$ cat config.mk
export PLATFORM = sky130hd
export DESIGN_NAME = debug_pipeline_sequencer
export DESIGN_NICKNAME = d
export VERILOG_FILES = /design/src/rtl/debug_seq_pkg.sv /design/src/rtl/debug_reg_dump.sv /design/src/rtl/debug_pipeline_sequencer.sv
export SDC_FILE = /design/constraint.sdc
export NUM_CORES = 1
export LEC_CHECK = 0
export ABC_AREA = 0
export ABC_CLOCK_PERIOD_IN_PS = 1700
export BUFFER_PORTS_ARGS = -buffer_cell sky130_fd_sc_hd__buf_2
export CORE_AREA = 2 2 80 82
export CTS_CLUSTER_DIAMETER = 200
export CTS_CLUSTER_SIZE = 25
export DETAILED_ROUTE_END_ITERATION = 6
export DIE_AREA = 0 0 82 84
export HOLD_SLACK_MARGIN = 0.15
export PLACE_DENSITY = 0.74
export SYNTH_ARGS = -nofsm -noshare
export SYNTH_HDL_FRONTEND = slang
export SYNTH_HIERARCHICAL = 1
export SYNTH_SLANG_ARGS = --single-unit
export TNS_END_PERCENT = 50
$ cat constraint.sdc
create_clock -name i_clock -period 1.7 [get_ports i_clock]
set_clock_uncertainty 0.15 [all_clocks]
set_input_delay 0.34 -clock i_clock [delete_from_list [all_inputs] [get_ports i_clock]]
set_output_delay 0.34 -clock i_clock [all_outputs]
set_load 0.005 [all_outputs]
$ cat src/rtl/debug_seq_pkg.sv
// Shared command encodings, sequencer state enum and default widths for the
// debug pipeline sequencer and its register-dump engine.
package debug_seq_pkg;

  localparam int DEF_CANT_REGISTROS      = 32;
  localparam int DEF_CANT_BITS_REGISTROS = 32;
  localparam int DEF_CANT_BITS_CYCLES    = 16;

  typedef enum logic [1:0] {
    CMD_RUN   = 2'b00,
    CMD_STEP  = 2'b01,
    CMD_DUMP  = 2'b10,
    CMD_ABORT = 2'b11
  } cmd_e;

  typedef enum logic [2:0] {
    ST_IDLE      = 3'd0,
    ST_RUN       = 3'd1,
    ST_STEP      = 3'd2,
    ST_HALTED    = 3'd3,
    ST_DUMP_ADDR = 3'd4,
    ST_DUMP_WAIT = 3'd5
  } state_e;

  // A single-register file still needs a one-bit address port.
  function automatic int addr_width(input int n);
    return (n > 1) ? $clog2(n) : 1;
  endfunction

endpackage

$ cat src/rtl/debug_reg_dump.sv
// Register-dump engine: walks the debug read index and holds each captured
// register value on a valid/ready stream until it is accepted.
module debug_reg_dump
  import debug_seq_pkg::*;
#(
  parameter int N_REGS = DEF_CANT_REGISTROS,
  parameter int DATA_W = DEF_CANT_BITS_REGISTROS,
  parameter int ADDR_W = addr_width(DEF_CANT_REGISTROS)
) (
  input  logic              clk_i,
  input  logic              rst_ni,
  input  logic              capture_i,
  input  logic              ready_i,
  input  logic [DATA_W-1:0] reg_data_i,
  output logic [ADDR_W-1:0] index_o,
  output logic              valid_o,
  output logic [DATA_W-1:0] data_o,
  output logic              xfer_o,
  output logic              last_o
);

  logic [ADDR_W-1:0] index_q, index_d;
  logic              valid_q, valid_d;
  logic [DATA_W-1:0] data_q, data_d;
  logic              xfer_s, last_s;

  assign xfer_s = valid_q & ready_i;
  assign last_s = (index_q == ADDR_W'(N_REGS - 1));

  // Capture loads a beat; a completed transfer retires it and advances the index.
  always_comb begin
    index_d = index_q;
    valid_d = valid_q;
    data_d  = data_q;
    if (capture_i) begin
      data_d  = reg_data_i;
      valid_d = 1'b1;
    end else if (xfer_s) begin
      valid_d = 1'b0;
      index_d = last_s ? {ADDR_W{1'b0}} : (index_q + ADDR_W'(1));
    end else begin
      index_d = index_q;
    end
  end

  // Beat holding register and index counter.
  always_ff @(posedge clk_i or negedge rst_ni) begin
    if (!rst_ni) begin
      index_q <= {ADDR_W{1'b0}};
      valid_q <= 1'b0;
      data_q  <= {DATA_W{1'b0}};
    end else begin
      index_q <= index_d;
      valid_q <= valid_d;
      data_q  <= data_d;
    end
  end

  assign index_o = index_q;
  assign valid_o = valid_q;
  assign data_o  = data_q;
  assign xfer_o  = xfer_s;
  assign last_o  = last_s;

endmodule

$ cat src/rtl/debug_pipeline_sequencer.sv
// Debug sequencer: RUN/STEP/DUMP/ABORT control of the pipeline, halt capture,
// enabled-cycle counter. Define DEBUG_SEQ_AUTO_DUMP_EN to dump on halt.
module debug_pipeline_sequencer
  import debug_seq_pkg::*;
#(
  parameter int CANT_REGISTROS      = DEF_CANT_REGISTROS,
  parameter int CANT_BITS_REGISTROS = DEF_CANT_BITS_REGISTROS,
  parameter int CANT_BITS_CYCLES    = DEF_CANT_BITS_CYCLES
) (
  input  logic                                  i_clock,
  input  logic                                  i_soft_reset,
  input  logic                                  i_cmd_valid,
  input  logic [1:0]                            i_cmd,
  output logic                                  o_cmd_ready,
  input  logic                                  i_halt_detected,
  output logic                                  o_enable_pipeline,
  output logic                                  o_enable_etapa,
  output logic [addr_width(CANT_REGISTROS)-1:0] o_reg_read_addr,
  input  logic [CANT_BITS_REGISTROS-1:0]        i_reg_data,
  output logic                                  o_dump_valid,
  output logic [CANT_BITS_REGISTROS-1:0]        o_dump_data,
  input  logic                                  i_dump_ready,
  output logic                                  o_halted,
  output logic [CANT_BITS_CYCLES-1:0]           o_cycle_count
);

  localparam int ADDR_W = addr_width(CANT_REGISTROS);

`ifdef DEBUG_SEQ_AUTO_DUMP_EN
  localparam state_e HALT_DEST = ST_DUMP_ADDR;
`else
  localparam state_e HALT_DEST = ST_HALTED;
`endif

  state_e                      state_q, state_d;
  logic                        halted_q, halted_d;
  logic [CANT_BITS_CYCLES-1:0] cycles_q, cycles_d;

  logic cmd_ready_s, cmd_acc_s, en_pipe_s, etapa_s, capture_s;
  logic xfer_s, last_s, halt_now_s, abort_s;

  assign cmd_acc_s  = i_cmd_valid & cmd_ready_s;
  assign abort_s    = cmd_acc_s & (cmd_e'(i_cmd) == CMD_ABORT);
  assign halt_now_s = i_halt_detected & ((state_q == ST_RUN) | (state_q == ST_STEP));

  // State register.
  always_ff @(posedge i_clock or negedge i_soft_reset) begin
    if (!i_soft_reset) begin
      state_q <= ST_IDLE;
    end else begin
      state_q <= state_d;
    end
  end

  // Next-state logic; a halt outranks a simultaneous ABORT.
  always_comb begin
    state_d = state_q;
    case (state_q)
      ST_IDLE: begin
        if (cmd_acc_s) begin
          case (cmd_e'(i_cmd))
            CMD_RUN:  state_d = ST_RUN;
            CMD_STEP: state_d = ST_STEP;
            CMD_DUMP: state_d = ST_DUMP_ADDR;
            default:  state_d = ST_IDLE;
          endcase
        end else begin
          state_d = ST_IDLE;
        end
      end
      ST_RUN: begin
        if (halt_now_s)   state_d = HALT_DEST;
        else if (abort_s) state_d = ST_IDLE;
        else              state_d = ST_RUN;
      end
      ST_STEP: begin
        if (halt_now_s) state_d = HALT_DEST;
        else            state_d = ST_IDLE;
      end
      ST_HALTED: begin
        if (cmd_acc_s && cmd_e'(i_cmd) == CMD_DUMP) state_d = ST_DUMP_ADDR;
        else if (abort_s)                            state_d = ST_IDLE;
        else                                         state_d = ST_HALTED;
      end
      ST_DUMP_ADDR: state_d = ST_DUMP_WAIT;
      ST_DUMP_WAIT: begin
        if (xfer_s && last_s)  state_d = halted_q ? ST_HALTED : ST_IDLE;
        else if (xfer_s)       state_d = ST_DUMP_ADDR;
        else                   state_d = ST_DUMP_WAIT;
      end
      default: state_d = ST_IDLE;
    endcase
  end

  // Output decode from the state register.
  always_comb begin
    cmd_ready_s = 1'b0;
    en_pipe_s   = 1'b0;
    etapa_s     = 1'b1;
    capture_s   = 1'b0;
    case (state_q)
      ST_IDLE: begin
        cmd_ready_s = 1'b1;
        etapa_s     = 1'b0;
      end
      ST_RUN: begin
        cmd_ready_s = 1'b1;
        en_pipe_s   = 1'b1;
      end
      ST_STEP:      en_pipe_s   = 1'b1;
      ST_HALTED:    cmd_ready_s = 1'b1;
      ST_DUMP_ADDR: capture_s   = 1'b1;
      ST_DUMP_WAIT: capture_s   = 1'b0;
      default:      etapa_s     = 1'b0;
    endcase
  end

  // Sticky halt flag and saturating enabled-cycle counter.
  always_comb begin
    halted_d = halted_q;
    cycles_d = cycles_q;
    if (halt_now_s) begin
      halted_d = 1'b1;
    end else if (abort_s && state_q == ST_HALTED) begin
      halted_d = 1'b0;
    end else begin
      halted_d = halted_q;
    end
    if (en_pipe_s && cycles_q != {CANT_BITS_CYCLES{1'b1}}) begin
      cycles_d = cycles_q + CANT_BITS_CYCLES'(1);
    end else begin
      cycles_d = cycles_q;
    end
  end

  // Halt flag and cycle counter registers.
  always_ff @(posedge i_clock or negedge i_soft_reset) begin
    if (!i_soft_reset) begin
      halted_q <= 1'b0;
      cycles_q <= {CANT_BITS_CYCLES{1'b0}};
    end else begin
      halted_q <= halted_d;
      cycles_q <= cycles_d;
    end
  end

  debug_reg_dump #(
    .N_REGS (CANT_REGISTROS),
    .DATA_W (CANT_BITS_REGISTROS),
    .ADDR_W (ADDR_W)
  ) u_dump (
    .clk_i      (i_clock),
    .rst_ni     (i_soft_reset),
    .capture_i  (capture_s),
    .ready_i    (i_dump_ready),
    .reg_data_i (i_reg_data),
    .index_o    (o_reg_read_addr),
    .valid_o    (o_dump_valid),
    .data_o     (o_dump_data),
    .xfer_o     (xfer_s),
    .last_o     (last_s)
  );

  assign o_cmd_ready       = cmd_ready_s;
  assign o_enable_pipeline = en_pipe_s;
  assign o_enable_etapa    = etapa_s;
  assign o_halted          = halted_q;
  assign o_cycle_count     = cycles_q;

endmodule

-- Word-level counts from Yosys, hierarchy flattened
Index checks and enable logic that the tools add are counted.
- register bits after elaboration: 58
- input port bits: 39
- output and inout port bits: 58
- word-level logic and storage cells: 56
- add/sub/neg operators: 2
- equal/unequal tests: 10
- multiplexer cells: 20
- bitwise gates (word level): 6
- reductions and logical operators: 12
- operator list (operator ; count):
    $pmux W3 S6 ; 1
    $add A16 B1 Y16 const B ; 1
    $ne A16 B16 Y1 const B ; 1
    $mux W1 ; 10
    $mux W3 ; 3
    $pmux W3 S3 ; 1
    $mux W2 ; 4
    $eq A3 B2 Y1 const B ; 2
    $eq A3 B3 Y1 const B ; 2
    $add A5 B1 Y5 const B ; 1
    $eq A5 B5 Y1 const B ; 1
    $mux W5 ; 1
    $reduce_or A5 Y1 ; 1
    $and A1 B1 Y1 ; 4
    $eq A2 B2 Y1 const B ; 2
    $logic_and A1 B1 Y1 ; 4
    $reduce_bool A2 Y1 ; 2
    $eq A3 B1 Y1 const B ; 1
    $logic_not A3 Y1 ; 1
    $reduce_or A3 Y1 ; 1
    $eq A2 B1 Y1 const B ; 1
    $logic_not A2 Y1 ; 1
    $reduce_and A2 Y1 ; 1
    $reduce_or A2 Y1 ; 1
    2 further kinds ; 2

-- Logic depth before layout (Yosys ltp)
Gate-level depths: netlist of run 1.
- word-level depth: 8
- depth in mapped cells: 7
- gate-level depth less buffers: 6

-- Cells and area by module
Netlist of run 1, hierarchy kept.
- modules (own cells, without submodules) (module ; times used ; cells each ; area each (um^2) ; seq. area each (um^2)):
    debug_reg_dump ; 1 ; 93 ; 1488.9 ; 950.9
    debug_pipeline_sequencer ; 1 ; 108 ; 1097.3 ; 500.5

-- Least setup slack after synthesis of run 1
No wires, ideal clock.
- path kind: register to register
- start: reg u_dump.index_q[0] (netlist: u_dump/index_o[0])
- end: reg u_dump.index_q[2] (netlist: u_dump/index_o[2])
- data arrival time: 1.619 ns
- slack: -0.135 ns
- stages on the path, launching flop included: 6
- cell sequence: dfrtp_1 > ha_1 > and3_1 > ha_1 > or4b_1 > nand2_1
- cells in the longest elaborated chain, start to end: 2
- RTL lines (element ; RTL line ; RTL):
    start, declared ; debug_reg_dump.sv:22 ; logic [ADDR_W-1:0] index_q, index_d;
    start signal, assigned ; debug_reg_dump.sv:49 ; index_q <= {ADDR_W{1'b0}};
    start signal, assigned ; debug_reg_dump.sv:53 ; index_q <= index_d;
    $eq A5 B5 Y1 ; debug_reg_dump.sv:28 ; assign last_s = (index_q == ADDR_W'(N_REGS - 1));
    named net last_s ; debug_pipeline_sequencer.sv:40 ; logic xfer_s, last_s, halt_now_s, abort_s;
    $mux W5 ; debug_reg_dump.sv:40 ; index_d = last_s ? {ADDR_W{1'b0}} : (index_q + ADDR_W'(1));
The timed path passes the listed nets, and every way through them passes these cells.
A chain may end at the register's enable or synchronous reset.

-- Worst setup path after layout of run 1
- start: reg cycles_q[13] (netlist: o_cycle_count[13])
- end: reg cycles_q[13] (netlist: o_cycle_count[13])
- cells in the longest elaborated chain, start to end: 2
- RTL lines (element ; RTL line ; RTL):
    start, declared ; debug_pipeline_sequencer.sv:37 ; logic [CANT_BITS_CYCLES-1:0] cycles_q, cycles_d;
    start signal, assigned ; debug_pipeline_sequencer.sv:140 ; cycles_q <= {CANT_BITS_CYCLES{1'b0}};
    start signal, assigned ; debug_pipeline_sequencer.sv:143 ; cycles_q <= cycles_d;
    parallel branches: the longest is 2 deep, another holds $add A16 B1 Y16 ; - ;
Several ways; the timed one is not identified.

==> reports/metrics.yaml, run 1 <==
synth.lib_cells_used.distinct: 45
dp_hpwl_um: 4326
tritoncts_buffers: 9
fin_crit_sh_pct: 105.9
rrSetupSlack_ps: -100
dieArea_mm2: 0.006888
critPathMaxStageDelay_ps: 420
outcome: "complete, but fails checks"
via_count_of_the_first_global_routing_pass: 2398
drc_errors: 0
post_synth_instance_area_mm2: 0.002586
drt.antenna.violating_nets: 0
timing_worst_slew_pin_value_ps: 372.8
num_vias: 2352
initial_antenna_violation_count: 0
layout_setup_ws_ps: -100.3
cts_tree: "yes"
largest_net_degree_at_the_start_of_global_routing: 59
synthesis.area_per_instance_um2: 12.87
maxSlewHeadroom_pct: 75.05
fp.dieH_um: 84
violations: "negative setup slack"
timing.critical_path.from_type: "flip-flop"
r2r-start: "o_cycle_count[13]"
static-leakage-power_nw: 2.207
synth_largest_area_cell: "dfrtp_1"
number_of_warnings_printed_during_yosys_synthesis: 6
clockRootBuffer: "clkbuf_8"
power_frac_clock_pct: 16.4
timing.hold.worst_endpoint: "u_dump/valid_o"
port_buffers: 96
synth_async_sr_flop_share_pct: 100.0
grt_util_met2_pct: 37.18
fin_crit_ps: 1800
h-tree-depth: 3
place_area_mm2: 0.003348
holdCritPathClass: "in -> reg"
final_cell_area_mm2: 0.004340
boundaryPins: 97
die_width_um: 82
cell_with_the_largest_stage_delay_on_the_worst_path: "nor4_4"
drt-vias-per-instance: 5.113
drive_gt1_share_pct: 57.44
synth_cells: 201
synth.top_cell.area_share_pct: 56.12
totalWireLength_um: 7831
finalHoldViolations: 0
synth.net_count: 243
crit_buf_inv: 1
critPathKind: "reg -> reg"
worstPathRequired_ps: 1760
wl_per_cell_um: 17.02
grtUsageMet1_pct: 24.01
cp_max_fo: 3
register_area_share_after_synthesis_pct: 56.12
p_int_mw: 4.509
grt_pass1_wl_um: 11160
timing.critical_path.max_delay_family: "simple AND/OR/NAND/NOR gates"
placer_s_final_routability_congestion_estimate: 0.8752
worst-endpoint-arrival_ps: 1860
clkTransAtPathRegs_ps: 70
synth_seq_cells: 58
dp_slack_ps: -103.5
globalRouteOverflowTotal: 0
combinationalPowerShare_pct: 48.9
first_pass_iters: 4
crit-reg2reg-capture: "o_cycle_count[13]"
seq_power_share_pct: 34.7
crit_path_cell_trace: "nand4_1 -> nor4_4 -> buf_4 -> and4b_1 -> xor2_1"
synth_enable_flop_cells: 0
synth_top_cells_by_area: "dfrtp_1 56%, mux2_2 15%, xor2_1 5.4%"
min_path_cells: 3
gr-usage-met3_pct: 4.004
initial_core_util_pct: 42.43
initialDrtViolationCount: 126
area.growth.synth_to_final_pct: 67.83
setup-violations-final: 28
rsz0062_at_grt: "true"
min_from: "i_dump_ready"
p_total_mw: 6.796
grt_use_total_pct: 21.39
insertion_delay_to_the_later_sink_of_the_worst_skew_pair_ps: 320
grt_most_used_layer: "met2"
clkSinkCount: 58
prevailing_post_synth_register_cell: "dfrtp_1"
synthMostInstantiatedCell: "dfrtp_1"
buffer_depth_of_the_longest_clock_path: 2
reg2regPathDepth: 5
final_max_slew_viol_count: 0
element_type_at_the_critical_path_end: "flip-flop"
commonest_cells_post_synth: "58 x dfrtp_1, 34 x mux2_2, 16 x xor2_1"
antenna_cells: 0
fp-row-count: 29
powerDensity_mw_per_mm2: 1566
netSwitchingPower_mw: 2.287
power.ir.vdd_worst_v: 0.001051
switching_share_pct: 33.66
max_cap_violations: 0
design.core.area_mm2: 0.006096
nets: 421
maxClockFrequency_mhz: 555.5
## worst min-delay path: cells and delay by family
family | cells | cell delay, ps
buffers and inverters | 2 | 180
AOI/OAI and AO/OA | 1 | 90
## kinds of logic after synthesis
group / Yosys count / synth area share, %
simple gates: 56 / 13.60
buf+inv: 14 / 2.999
fa+ha+maj: 3 / 1.452
mux: 35 / 15.38
flops: 58 / 56.12
xor+xnor: 16 / 5.418
compound gates: 19 / 5.032
## layer usage
| layer | up-vias | wire [µm] |
|---|---|---|
| met4 | 0 | 273 |
| met2 | 59 | 4121 |
| met1 | 1186 | 3235 |
| li1 | 1084 | - |
| met5 | - | 0 |
| met3 | 23 | 199 |
## state kept, by name, indices dropped and copies added, names as in the netlist
register and count:
o_cycle_count 16, o_halted 1, state_q 3, u_dump/data_o 32
u_dump/index_o 5, u_dump/valid_o 1
## cells in the final DEF (no fill, tap or decap), drive strengths merged, types with 5 or more instances in the layout
cell         netlist  layout
buf                8     138
dfrtp             58      58
dlygate4sd3        0      35
mux2              35      35
xor2              16      16
clkbuf             1      15
nand2             10      10
nor3               8       8
nand3              6       6
nor4               6       6
nand4              5       5
inv                5       5
## how the worst max path moves through the flow
stage / start / endpoint / slack (ps) / cells after the start
after global placement: u_dump/index_o[0] / u_dump/index_o[2] / 3 / 5
after global routing: o_cycle_count[14] / o_cycle_count[13] / -160 / 5
final: o_cycle_count[13] / o_cycle_count[13] / -100 / 5
after CTS: o_cycle_count[0] / o_cycle_count[1] / -80 / 6
after floorplan: u_dump/index_o[0] / u_dump/index_o[2] / -90 / 5
after detailed placement: o_cycle_count[0] / o_cycle_count[1] / -100 / 6
## stage by stage
stage / util, % / TNS [ps] / std cells / hold slack (ps)
2_1_floorplan: - / -115.7 / 201 / -105.6
3_3_place_gp: 54.93 / 0 / 392 / 219.2
3_5_place_dp: 54.93 / -345.2 / 392 / 221.1
4_1_cts: 66.22 / -388.3 / 452 / 166.7
5_1_grt: 71.20 / -3617 / 460 / 212.6
6_report: 71.20 / -1331 / 460 / 185.0
## what timing repair did
item                                    4_1_cts  5_1_grt
gates resized for setup                      19       47
endpoints found under the setup margin       16       54
cloned                                        0        3
pin swaps                                     8        8
hold buffers                                 35        0
setup buffers                                10        5
hold endpoints to repair                     92        0
## power by group through the flow
stage | Combinational (mW) | Sequential (mW) | Clock (mW)
detailed placement | 2.41 | 2.31 | 0
CTS | 2.67 | 2.31 | 1.15
global placement | 2.35 | 2.27 | 0
global route | 3.55 | 2.42 | 1.20
floorplan | 1.27 | 2.36 | 0
finish | 3.32 | 2.36 | 1.12
## cell type report
class | instances | area, µm²
Sequential cell | 58 | 1453
Multi-Input combinational cell | 129 | 1319
Fill cell | 422 | 1755
Clock inverter | 3 | 15.01
Clock buffer | 12 | 155.1
Tap cell | 77 | 96.34
Timing Repair Buffer | 176 | 1281
Inverter | 5 | 21.27
Power figures use the tool's default switching activity.
==> inputs of run 2 (changes only) <==
--- a/config.mk
+++ b/config.mk
@@ -6,15 +6,15 @@
 export NUM_CORES = 1
 export LEC_CHECK = 0
 export ABC_AREA = 0
-export ABC_CLOCK_PERIOD_IN_PS = 1700
+export ABC_CLOCK_PERIOD_IN_PS = 2100
 export BUFFER_PORTS_ARGS = -buffer_cell sky130_fd_sc_hd__buf_2
-export CORE_AREA = 2 2 80 82
+export CORE_AREA = 2 2 74 76
 export CTS_CLUSTER_DIAMETER = 200
 export CTS_CLUSTER_SIZE = 25
 export DETAILED_ROUTE_END_ITERATION = 6
-export DIE_AREA = 0 0 82 84
+export DIE_AREA = 0 0 76 78
 export HOLD_SLACK_MARGIN = 0.15
-export PLACE_DENSITY = 0.74
+export PLACE_DENSITY = 0.82
 export SYNTH_ARGS = -nofsm -noshare
 export SYNTH_HDL_FRONTEND = slang
 export SYNTH_HIERARCHICAL = 1
==> constraint.sdc (replaced) <==
create_clock -name i_clock -period 2.1 [get_ports i_clock]
set_clock_uncertainty 0.15 [all_clocks]
set_input_delay 0.42 -clock i_clock [delete_from_list [all_inputs] [get_ports i_clock]]
set_output_delay 0.42 -clock i_clock [all_outputs]
set_load 0.005 [all_outputs]
==> run 2 against run 1 <==
The run now ends clean. Sequential power is 20% lower. Global-route usage is 1.9 points lower. Critical path type is now reg -> out. First-iteration DRC count is 54% lower. Cell area decreased by 21%. Combinational power fell by 46%. Highest routed layer unchanged. Critical path depth decreased by 1. Sequential cell count is the same. Total power down 28%.
==> reports/metrics.yaml, run 2 (synthesized netlist as in run 1, its figures left out) <==
rsz0062_at_grt: "false"  # was true
final_common_cell: "buf_2"  # unchanged
placer_s_final_routability_congestion_estimate: 0.8452  # was 0.8752
multi_input_area_mm2: 0.001067  # was 0.001319 mm²
die_width_um: 76  # was 82 µm
clockRootBuffer: "clkbuf_8"  # unchanged
drc_errors: 0  # unchanged
crit-reg2reg-capture: "o_cycle_count[13]"  # unchanged
finalHoldViolations: 0  # unchanged
h-tree-depth: 3  # unchanged
design.core.area_mm2: 0.005042  # was 0.006096 mm²
antenna_cells: 0  # unchanged
largest_net_degree_at_the_start_of_global_routing: 59  # unchanged
drt-vias-per-instance: 5.222  # was 5.113
dieArea_mm2: 0.005928  # was 0.006888 mm²
clkTransAtPathRegs_ps: 70  # about the same
wirelength_met1_um: 2297  # was 3235 µm
critPathKind: "reg -> out"  # was reg -> reg
initial_antenna_violation_count: 0  # unchanged
detailroute.wirelength.met2_um: 2648  # was 4121 µm
element_type_at_the_critical_path_end: "output pin"  # was flip-flop
r2r-start: "o_cycle_count[0]"  # was o_cycle_count[13]
final_cell_area_mm2: 0.003436  # was 0.004340 mm²
cell_with_the_largest_stage_delay_on_the_worst_path: "dfrtp_1"  # was nor4_4
port_buffers: 96  # unchanged
initialDrtViolationCount: 58  # was 126
timing_worst_slew_pin_value_ps: 379.4  # was 372.8 ps
max_layer_used: "met4"  # unchanged
clkSinkCount: 58  # unchanged
fp-row-count: 26  # was 29
dp_hpwl_um: 3905  # was 4326 µm
maxSlewHeadroom_pct: 74.35  # was 75.05%
min_path_cells: 2  # was 3
maxClockFrequency_mhz: 503.4
insertion_delay_to_the_later_sink_of_the_worst_skew_pair_ps: 330  # was 320 ps
wl_per_cell_um: 14.25  # was 17.02 µm
place_area_mm2: 0.003163  # was 0.003348 mm²
min_from: "i_reg_data[25]"  # was i_dump_ready
totalWireLength_um: 5456  # was 7831 µm
fin_crit_sh_pct: 94.59
final_max_slew_viol_count: 0  # unchanged
buffer_depth_of_the_longest_clock_path: 2  # unchanged
static-leakage-power_nw: 1.754  # was 2.207 nW
fin_crit_ps: 1986
tritoncts_buffers: 9  # unchanged
grt_use_total_pct: 19.49  # was 21.39%
setup-violations-final: 0  # was 28
boundaryPins: 97  # unchanged
met3_wl_post_dr_um: 293  # was 199 µm
largest_register_ffs: 32  # unchanged
drive_gt1_share_pct: 51.76  # was 57.44%
power.ir.vdd_worst_v: 0.0008030  # was 0.001051 V
powerDensity_mw_per_mm2: 1422  # was 1566 mW/mm²
grt_pass1_wl_um: 8997  # was 11160 µm
drt.antenna.violating_nets: 0  # unchanged
nets: 350  # was 421
max_cap_violations: 0  # unchanged
outcome: "finished clean"  # was complete, but fails checks
register_area_mm2: 0.001453  # unchanged
reg2regPathDepth: 6  # was 5
via_count_of_the_first_global_routing_pass: 1988  # was 2398
timing.critical_path.from_type: "flip-flop"  # unchanged
nFillCells: 367  # was 422
num_vias: 2000  # was 2352
worst-endpoint-arrival_ps: 1420  # was 1860 ps
globalRouteOverflowTotal: 0  # unchanged
cp_max_fo: 15  # was 3
crit_path_cell_trace: "xor2_1 -> nand2_4 -> inv_1 -> buf_2"  # was nand4_1 -> nor4_4 -> buf_4 -> and4b_1 -> xor2_1
timing.setup.tns_ps: 0  # was -1331 ps
first_pass_iters: 4  # unchanged
timing.hold.worst_endpoint: "u_dump/data_o[25]"  # was u_dump/valid_o
critPathMaxStageDelay_ps: 410  # was 420 ps
cts_tree: "yes"  # unchanged
initial_core_util_pct: 51.29  # was 42.43%
worstPathRequired_ps: 1530  # was 1760 ps
holdCritPathClass: "in -> reg"  # unchanged
rrSetupSlack_ps: 190  # was -100 ps
area.growth.synth_to_final_pct: 32.85  # was 67.83%
fp.dieH_um: 78  # was 84 µm
final_cell_mix: "96 x buf_2, 57 x dfrtp_1, 34 x mux2_2"  # was 96 x buf_2, 57 x dfrtp_1, 35 x dlygate4sd3_1
## run 2: final cells by class
cell class / instances / area share (%)
flip-flops and latches: 58 / 42.28
repair buffers: 105 / 16.75
clock buffers: 11 / 3.824
well taps: 70 / 2.549
clock inverters: 5 / 2.986
inverters: 5 / 0.5462
multi-input cells: 129 / 31.06
## run 2: worst max-delay path by stage
| stage | from | endpoint | slack, ps |
|---|---|---|---|
| 2_1_floorplan | u_dump/index_o[0] | u_dump/index_o[2] | 260 |
| 3_3_place_gp | u_dump/index_o[0] | u_dump/index_o[2] | 250 |
| 3_5_place_dp | u_dump/index_o[0] | u_dump/index_o[2] | 200 |
| 4_1_cts | state_q[0] | o_enable_pipeline | 10 |
| 5_1_grt | state_q[1] | o_enable_pipeline | 1 |
| 6_report | state_q[1] | o_enable_pipeline | 110 |
## run 2: metrics by stage
step / instances / setup slack, ps / hold WS (ps) / power (mW) / util (%)
after floorplan: 201 / 264.8 / -25.59 / 2.920 / -
after global placement: 363 / 248.0 / 298.9 / 3.558 / 62.73
after detailed placement: 363 / 195.1 / 297.7 / 3.641 / 62.73
after CTS: 380 / 12.23 / 153.2 / 4.877 / 67.59
after global routing: 383 / 1.163 / 152.0 / 5.180 / 68.14
final: 383 / 113.6 / 169.0 / 4.884 / 68.14
## run 2: timing repair
action,CTS,global route
setup buffers,0,3
setup endpoints to repair,1,1
hold buffers,1,0
endpoints found under the hold margin,58,0
resized for setup,1,1
## run 2: worst max-delay path: cells and delay by family (launching register included)
family | cells | cell delay, ps
buf+inv | 2 | 250
xor+xnor | 1 | 260
simple gates | 1 | 160
flops | 1 | 410
## run 2: report_power, final
| group | switching [mW] | internal, mW |
|---|---|---|
| clock network | 0.418 | 0.787 |
| logic | 0.798 | 0.990 |
| registers | 0.312 | 1.58 |
## run 2: layer usage
metal / track usage, % / vias to the layer above
met1: 23.60 / 959
met2: 30.80 / 70
met3: 5.814 / 20
met5: 0 / -
met4: 12.00 / 0
li1: - / 951
==> inputs of run 3 (changes only) <==
--- a/config.mk
+++ b/config.mk
@@ -8,13 +8,16 @@
 export ABC_AREA = 0
 export ABC_CLOCK_PERIOD_IN_PS = 2100
 export BUFFER_PORTS_ARGS = -buffer_cell sky130_fd_sc_hd__buf_2
-export CORE_AREA = 2 2 74 76
+export CELL_PAD_IN_SITES_DETAIL_PLACEMENT = 0
+export CELL_PAD_IN_SITES_GLOBAL_PLACEMENT = 1
+export CORE_AREA = 2 2 83 85
 export CTS_CLUSTER_DIAMETER = 200
 export CTS_CLUSTER_SIZE = 25
 export DETAILED_ROUTE_END_ITERATION = 6
-export DIE_AREA = 0 0 76 78
+export DIE_AREA = 0 0 85 87
 export HOLD_SLACK_MARGIN = 0.15
-export PLACE_DENSITY = 0.82
+export PLACE_DENSITY_LB_ADDON = 0.1
+export REMOVE_ABC_BUFFERS = 1
 export SYNTH_ARGS = -nofsm -noshare
 export SYNTH_HDL_FRONTEND = slang
 export SYNTH_HIERARCHICAL = 1
==> run 3 against run 2 <==
Die area rose by 25%. Clock power fell by 5%. Fmax rose by 1.7%. Total power fell by 2.5%. Sequential cell count did not move. Non-clock buffer count rose by 3. Critical path type unchanged. Critical endpoint unchanged. Largest power group unchanged.
==> reports/metrics.yaml, run 3 (synthesized netlist as in run 1, its figures left out) <==
dp_slack_ps: 186.9  # was 195.1 ps
post-place-cells: 377  # was 363
crit_buf_inv: 2  # unchanged
power_frac_clock_pct: 23.9  # was 24.7%
initial_antenna_violation_count: 0  # unchanged
powerDensity_mw_per_mm2: 1374  # was 1422 mW/mm²
buffer_depth_of_the_longest_clock_path: 2  # unchanged
rsz0062_at_grt: "false"  # unchanged
max_cap_violations: 0  # unchanged
tritoncts_buffers: 9  # unchanged
h-tree-depth: 3  # unchanged
grt_util_met2_pct: 26.14  # was 30.80%
crit-reg2reg-capture: "u_dump/index_o[2]"  # was o_cycle_count[13]
fp-row-count: 30  # was 26
final_cell_mix: "96 x buf_2, 58 x dfrtp_1, 34 x mux2_2"  # was 96 x buf_2, 57 x dfrtp_1, 34 x mux2_2
drive_gt1_share_pct: 51.90  # was 51.76%
critPathKind: "reg -> out"  # unchanged
gr-usage-met3_pct: 4.265  # was 5.814%
largest_register_ffs: 32  # unchanged
r2r-start: "u_dump/index_o[0]"  # was o_cycle_count[0]
seq_power_share_pct: 39.6  # was 38.7%
layout_setup_ws_ps: 146.3  # was 113.6 ps
outcome: "finished clean"  # unchanged
min_path_cells: 2  # unchanged
nFillCells: 614  # was 367
initial_core_util_pct: 39.37  # was 51.29%
port_buffers: 96  # unchanged
final_max_slew_viol_count: 0  # unchanged
fin_crit_sh_pct: 93.04  # was 94.59%
cell_with_the_largest_stage_delay_on_the_worst_path: "dfrtp_1"  # unchanged
clkSinkCount: 58  # unchanged
dieArea_mm2: 0.007395  # was 0.005928 mm²
post_cts.repair.setup_buffers: 0  # unchanged
finalHoldViolations: 0  # unchanged
cts_tree: "yes"  # unchanged
final_common_cell: "buf_2"  # unchanged
rrSetupSlack_ps: 170  # was 190 ps
placer_s_final_routability_congestion_estimate: 0.7678  # was 0.8452
first_pass_iters: 4  # unchanged
design.core.area_mm2: 0.006569  # was 0.005042 mm²
dp_hpwl_um: 4149  # was 3905 µm
fp.dieH_um: 87  # was 78 µm
worst-endpoint-arrival_ps: 1380  # was 1420 ps
wl_per_cell_um: 14.18  # was 14.25 µm
grtUsageMet1_pct: 19.04  # was 23.60%
num_vias: 1933  # was 2000
setup-violations-final: 0  # unchanged
boundaryPins: 97  # unchanged
timing.critical_path.max_delay_family: "flip-flops"  # unchanged
antenna_cells: 0  # unchanged
area.growth.synth_to_final_pct: 34.06  # was 32.85%
whs_ps: 171.2  # was 169.0 ps
insertion_delay_to_the_later_sink_of_the_worst_skew_pair_ps: 320  # was 330 ps
holdCritPathClass: "in -> reg"  # unchanged
clkTransAtPathRegs_ps: 70  # about the same
drt.antenna.violating_nets: 0  # unchanged
multi_input_area_mm2: 0.001075  # was 0.001067 mm²
largest_net_degree_at_the_start_of_global_routing: 31  # was 59
netSwitchingPower_mw: 1.510  # was 1.528 mW
fin_crit_ps: 1954  # was 1986 ps
p_int_mw: 3.254  # was 3.356 mW
element_type_at_the_critical_path_end: "output pin"  # unchanged
switching_share_pct: 31.69  # was 31.28%
drt-vias-per-instance: 4.881  # was 5.222
initialDrtViolationCount: 57  # was 58
reg2regPathDepth: 5  # was 6
globalRouteOverflowTotal: 0  # unchanged
worstPathRequired_ps: 1530  # about the same
grt_pass1_wl_um: 9052  # was 8997 µm
maxSlewHeadroom_pct: 74.62  # was 74.35%
static-leakage-power_nw: 1.766  # was 1.754 nW
nets: 353  # was 350
final_cell_area_mm2: 0.003467  # was 0.003436 mm²
combinationalPowerShare_pct: 36.6  # about the same
timing.hold.worst_endpoint: "u_dump/data_o[19]"  # was u_dump/data_o[25]
power.ir.vdd_worst_v: 0.0006958  # was 0.0008030 V
cp_max_fo: 15  # unchanged
place_area_mm2: 0.003206  # was 0.003163 mm²
die_width_um: 85  # was 76 µm
p_total_mw: 4.764  # was 4.884 mW
drc_errors: 0  # unchanged
totalWireLength_um: 5614  # was 5456 µm
crit_path_cell_trace: "xor2_2 -> nand2_4 -> inv_1 -> buf_2"  # was xor2_1 -> nand2_4 -> inv_1 -> buf_2
critPathMaxStageDelay_ps: 450  # was 410 ps
maxClockFrequency_mhz: 511.8  # was 503.4 MHz
final_non_filler_cell_total: 396  # was 383
clockRootBuffer: "clkbuf_8"  # unchanged
grt_most_used_layer: "met2"  # unchanged
register_area_mm2: 0.001451  # was 0.001453 mm²
grt_use_total_pct: 15.78  # was 19.49%
timing.critical_path.from_type: "flip-flop"  # unchanged
min_from: "i_reg_data[19]"  # was i_reg_data[25]
via_count_of_the_first_global_routing_pass: 1917  # was 1988
timing_worst_slew_pin_value_ps: 375.4  # was 379.4 ps
==> run 3: cell count changes in the layout (fill, tap and decap cells not counted), sizes merged <==
cell and delta:
bufinv -1, dlygate4sd3 +2, buf +1, clkinv +1
==> run 3: final cells by class <==
type / count / area share (%)
flip-flops and latches: 58 / 41.86
repair buffers: 108 / 17.39
multi-input cells: 129 / 31.00
inverters: 5 / 0.5413
clock inverters: 5 / 2.237
well taps: 80 / 2.887
clock buffers: 11 / 4.078
==> run 3: worst reg2reg max path, stage by stage (launching register included) <==
cell,delay (ps)
dfrtp_1,430
ha_1,240
and3_1,190
ha_1,270
or4b_1,510
nand2_1,80
==> run 3: per-layer routing <==
metal	wire length, µm	vias to the layer above
li1	-	945
met1	2459	926
met2	2756	52
met3	299	10
met4	99	0
met5	0	-
==> run 3: timing repair <==
action	in CTS	in global routing
endpoints found under the setup margin	0	1
endpoints found under the hold margin	12	2
resized for setup	0	2
hold buffers	1	2
==> run 3: metrics by stage <==
| stage | utilization (%) | TNS [ps] |
|---|---|---|
| 2_1_floorplan | - | -57730 |
| 3_3_place_gp | 48.80 | 0 |
| 3_5_place_dp | 48.80 | 0 |
| 4_1_cts | 52.29 | 0 |
| 5_1_grt | 52.78 | 0 |
| 6_report | 52.78 | 0 |
==> run 3: how the worst max path moves through the flow <==
stage,from,to,slack [ps],depth (start not counted)
2_1_floorplan,state_q[2],u_dump/index_o[1],-1900,4
3_3_place_gp,u_dump/index_o[0],u_dump/index_o[2],220,5
3_5_place_dp,u_dump/index_o[0],u_dump/index_o[2],190,5
4_1_cts,state_q[1],o_enable_pipeline,50,4
5_1_grt,state_q[1],o_enable_pipeline,40,4
6_report,state_q[1],o_enable_pipeline,150,4
==> run 3: power by group through the flow <==
stage	combinational (mW)	sequential (mW)	clock, mW
finish	1.74	1.88	1.14
detailed placement	1.76	1.90	0
global route	1.93	1.95	1.23
floorplan	0.901	1.95	0
CTS	1.76	1.88	1.17
global placement	1.75	1.88	0
